### src/rtl/mem_arbiter.sv
// mem_arbiter: single-port RAM arbiter between icache and dcache.
// Optional feature: define MEMARB_RR_EN to alternate the winner on simultaneous
// I/D requests, using a last_grant flop. Without it the dcache always wins.
module mem_arbiter #(
  parameter int ADDR_W = 32,
  parameter int DATA_W = 32
) (
  input  logic              CLK,
  input  logic              nRST,
  input  logic              iREN,
  input  logic [ADDR_W-1:0] iaddr,
  output logic              iwait,
  output logic [DATA_W-1:0] iload,
  input  logic              dREN,
  input  logic              dWEN,
  input  logic [ADDR_W-1:0] daddr,
  input  logic [DATA_W-1:0] dstore,
  output logic              dwait,
  output logic [DATA_W-1:0] dload,
  output logic              ramREN,
  output logic              ramWEN,
  output logic [ADDR_W-1:0] ramaddr,
  output logic [DATA_W-1:0] ramstore,
  input  logic [DATA_W-1:0] ramload,
  input  logic [1:0]        ramstate
);
  typedef enum logic [1:0] {ARB_IDLE, ARB_I, ARB_D} arb_state_t;
  localparam logic [1:0] RAM_ACCESS = 2'd2;
  arb_state_t state, next_state;
  logic d_req, access, pick_d;
  assign d_req  = dREN | dWEN;
  assign access = ramstate == RAM_ACCESS;
`ifdef MEMARB_RR_EN
  typedef enum logic {GRANT_I, GRANT_D} grant_t;
  grant_t last_grant;
  // On contention the requester that did not complete last wins.
  assign pick_d = d_req & (~iREN | (last_grant == GRANT_I));
  // Remember who completed the most recent transaction.
  always_ff @(posedge CLK or negedge nRST)
    if (!nRST) last_grant <= GRANT_I;
    else if (access && state == ARB_I) last_grant <= GRANT_I;
    else if (access && state == ARB_D) last_grant <= GRANT_D;
`else
  assign pick_d = d_req;
`endif
  // Grant register; reset aborts any transaction immediately.
  always_ff @(posedge CLK or negedge nRST)
    if (!nRST) state <= ARB_IDLE;
    else state <= next_state;
  // Next grant and RAM/requester signals decoded from the current grant.
  always_comb begin
    next_state = state;
    case (state)
      ARB_IDLE: next_state = pick_d ? ARB_D : iREN ? ARB_I : ARB_IDLE;
      ARB_I:    next_state = (!iREN || access) ? ARB_IDLE : ARB_I;
      ARB_D:    next_state = (!d_req || access) ? ARB_IDLE : ARB_D;
      default:  next_state = ARB_IDLE;
    endcase
    ramREN   = (state == ARB_I) ? iREN : (state == ARB_D) ? (dREN & ~dWEN) : 1'b0;
    ramWEN   = (state == ARB_D) & dWEN;
    ramaddr  = (state == ARB_I) ? iaddr : (state == ARB_D) ? daddr : '0;
    ramstore = (state == ARB_D) ? dstore : '0;
    iwait    = ~((state == ARB_I) & access);
    dwait    = ~((state == ARB_D) & access);
    iload    = ramload;
    dload    = ramload;
  end
endmodule

### config.mk
export PLATFORM = sky130hd
export DESIGN_NAME = mem_arbiter
export DESIGN_NICKNAME = d
export VERILOG_FILES = /design/src/rtl/mem_arbiter.sv
export SDC_FILE = /design/constraint.sdc
export NUM_CORES = 1
export LEC_CHECK = 0
export BUFFER_PORTS_ARGS = -buffer_cell sky130_fd_sc_hd__buf_2
export CAP_MARGIN = 20
export CORE_AREA = 2 2 103 105
export DETAILED_ROUTE_END_ITERATION = 6
export DIE_AREA = 0 0 105 107
export SYNTH_ARGS = -nofsm -noshare
export SYNTH_HDL_FRONTEND = slang
export SYNTH_SLANG_ARGS = --single-unit
### constraint.sdc
create_clock -name CLK -period 2.55 [get_ports CLK]
set_clock_uncertainty 0.2 [all_clocks]
set_input_delay 0.255 -clock CLK [delete_from_list [all_inputs] [get_ports CLK]]
set_output_delay 0.255 -clock CLK [all_outputs]
set_load 0.05 [all_outputs]
==> flow_summary.json <==
{
  "post_synth_and_or_nand_nor_area_fraction": 0.215,
  "clk_pin_slew_ns": 0.03,
  "power.ir.vdd_worst_mv": 0.285,
  "synth.mux.area_fraction": 0,
  "synth_seq_area_share": 0.0419,
  "arithmetic_cell_share_of_the_synthesized_area_counting_full_adders_half_adders_and_majority_gates": 0,
  "cts_tree": "yes",
  "critical_path.startpoint_type": "register",
  "fmaxAchievable_mhz": 455,
  "layout_setup_ws_ns": 0.352,
  "swShare": 0.603,
  "post_drt_antenna_nets": 0,
  "globalplace.congestion": 0.665,
  "floorplan_row_count": 37,
  "max_slew_margin": 0.736,
  "critical_path_class": "register to output pin",
  "maximum_fanout_along_the_worst_path": 46,
  "largest_register_ffs": 2,
  "final_min_period_over_clock_period": 0.862,
  "area_fraction_in_compound_gates_after_synthesis": 0.253,
  "root_buffer": "clkbuf_8",
  "power_switching_w": 0.000500,
  "path_cells": "nor2b_4 > buf_12 > a22o_1 > buf_2",
  "die_h_um": 107,
  "cpLargestDelayFamily": "buffers and inverters",
  "antennaDiodeCount": 0,
  "post-cts-setup-buffer-count": 0,
  "slew_violations": 0,
  "detail_route.iter0.violations": 39,
  "wl_um": 4130,
  "yosys.area_share.xor_xnor": 0,
  "layout-area-overhead-vs-synth_pct": 43.8,
  "cap_violations": 0,
  "p_int_w": 0.000330,
  "combinational_family_with_the_most_area_after_synthesis": "buffers and inverters",
  "num-fill-cells": 1166,
  "leakagePower_nw": 1.01,
  "synth_warnings": 0,
  "finalSetupTns_ns": 0,
  "netlist-cell-type-count": 16,
  "wire_length_of_the_first_global_routing_pass_um": 5980,
  "final_util": 0.170,
  "post_synth_inst_count": 154,
  "avgViaCountPerCell": 3.48,
  "dr_total_vias": 1360,
  "tightest_slew_ns": 0.396,
  "worst_ep_arrival_time_ns": 1.74,
  "rsz_0062_raised_after_global_routing": "false",
  "cpMaxStageDelayCell": "dfrtp_1",
  "postSynthRegisterBits": 2,
  "final_cell_mix": "buf_2 (170), and2_1 (33), a22o_1 (32), clkbuf_8 (3)",
  "hold_class": "input port to async pin",
  "hpwlAfterDp_um": 3500,
  "syn-mean-instance-area_um2": 7.76,
  "comb_power_share": 0.804,
  "io_buffer_count": 170,
  "clock_insertion_delay_worst_skew_ns": 0.21,
  "cts.sink_count": 2,
  "first_global_vias": 1358,
  "clock_path_buffers": 2,
  "clockPowerShare": 0.152,
  "overflow": 0,
  "postSynthNetCount": 289,
  "cp_num_buf_inv": 2,
  "final_nets": 392,
  "registers.top_by_ff_count": "state",
  "post-place-ws_ns": 0.551,
  "top_regs": "state: 2 flops",
  "setup_viol": 0,
  "avgRoutedWirePerCell_um": 10.6,
  "initial_utilization": 0.118,
  "number_of_antenna_violations_at_the_first_check_in_global_routing": 0,
  "die_width_um": 105,
  "mappedNetlistArea_um2": 1190,
  "cts-htree-levels": 1,
  "power.sequential.fraction": 0.044,
  "drive_gt1_frac": 0.690,
  "critPathMaxStageDelay_ns": 0.43,
  "layout_min_cycle_time_ns": 2.20,
  "finalHoldViolations": 0,
  "grt_start_max_net_pins": 47,
  "fp.dieArea_um2": 11200,
  "drt_first_pass_iters": 4,
  "cts_made_buffers": 3,
  "final_common_cell": "buf_2",
  "drc": 0,
  "gr-usage-all-layers": 0.0632,
  "i_o_pins": 267,
  "run_status": "finished clean",
  "post_cts_resized": 0,
  "critical_path_end_type": "output pin",
  "pwr_density_cell_nw_per_um2": 483,
  "worstPathRequired_ns": 2.10,
  "fp.coreArea_um2": 10100
}
## routing by layer
layer | global-route usage | up-vias | part of all wire | wire length, um
met5 | 0 | - | 0 | 0
met4 | 0.0267 | 0 | 0.029 | 121
met3 | 0.0140 | 21 | 0.11 | 467
met2 | 0.128 | 98 | 0.51 | 2100
met1 | 0.0606 | 582 | 0.35 | 1430
li1 | - | 659 | - | -
## area by class of cell
type,instances,area (um^2),share of cell area
clock buffers,3,41.3,0.0240
inverters,1,3.75,0.00218
multi-input cells,76,564,0.328
flip-flops and latches,2,50.0,0.0291
well taps,136,170,0.0991
repair buffers,173,888,0.517
## synthesized netlist by cell type
master     n  area (um^2)
dfrtp_1    2         50.1
inv_1      1         3.75
o21bai_1   1         7.51
and2_1    33          206
nand3b_1   1         7.51
nor2b_2    1         8.76
buf_2      3         15.0
nand2_1    2         7.51
a21oi_1    1         5.00
buf_4     65          488
a22o_1    32          280
nor2b_1    2         12.5
and3_1     1         6.26
a32o_1     1         10.0
and2b_1    1         7.51
buf_6      7         78.8
## cells by family (layout without fill, tap and decap cells)
logic type,Yosys count,count (layout)
buf+inv,76,177
compound gates,35,35
simple gates,41,41
flops,2,2
## worst paths after layout
kind	to	slack [ns]	depth (start not counted)	startpoint
min in group CLK	state[1]	0.19	3	ramstate[0]
min	state[0]	0.15	2	nRST
max reg2reg	state[0]	1.43	2	state[0]
max in group asynchronous	state[1]	1.90	2	nRST
min reg2reg	state[1]	0.29	1	state[1]
max	ramaddr[30]	0.35	4	state[0]
## per-stage QoR
stage	hold slack, ns	cells	cell area (um^2)	power (W)
after floorplan	-0.241	154	1190	0.000803
after global placement	-0.159	387	1670	0.000700
after detailed placement	-0.158	387	1670	0.000705
after CTS	0.150	391	1720	0.000838
after global routing	0.165	391	1720	0.000872
final	0.153	391	1720	0.000829
## repair_timing
action                     CTS  global route
hold buffers                 1             0
setup endpoints to repair    0             0
hold endpoints to repair     2             0
## power groups by stage
stage / logic [W] / registers, W / clock network, W
after global placement: 0.000663 / 0.0000369 / 0
after floorplan: 0.000767 / 0.0000362 / 0
final: 0.000666 / 0.0000367 / 0.000126
after detailed placement: 0.000668 / 0.0000370 / 0
after global routing: 0.000700 / 0.0000375 / 0.000135
after CTS: 0.000671 / 0.0000367 / 0.000130
No activity file was read; power rests on OpenSTA's default activity.
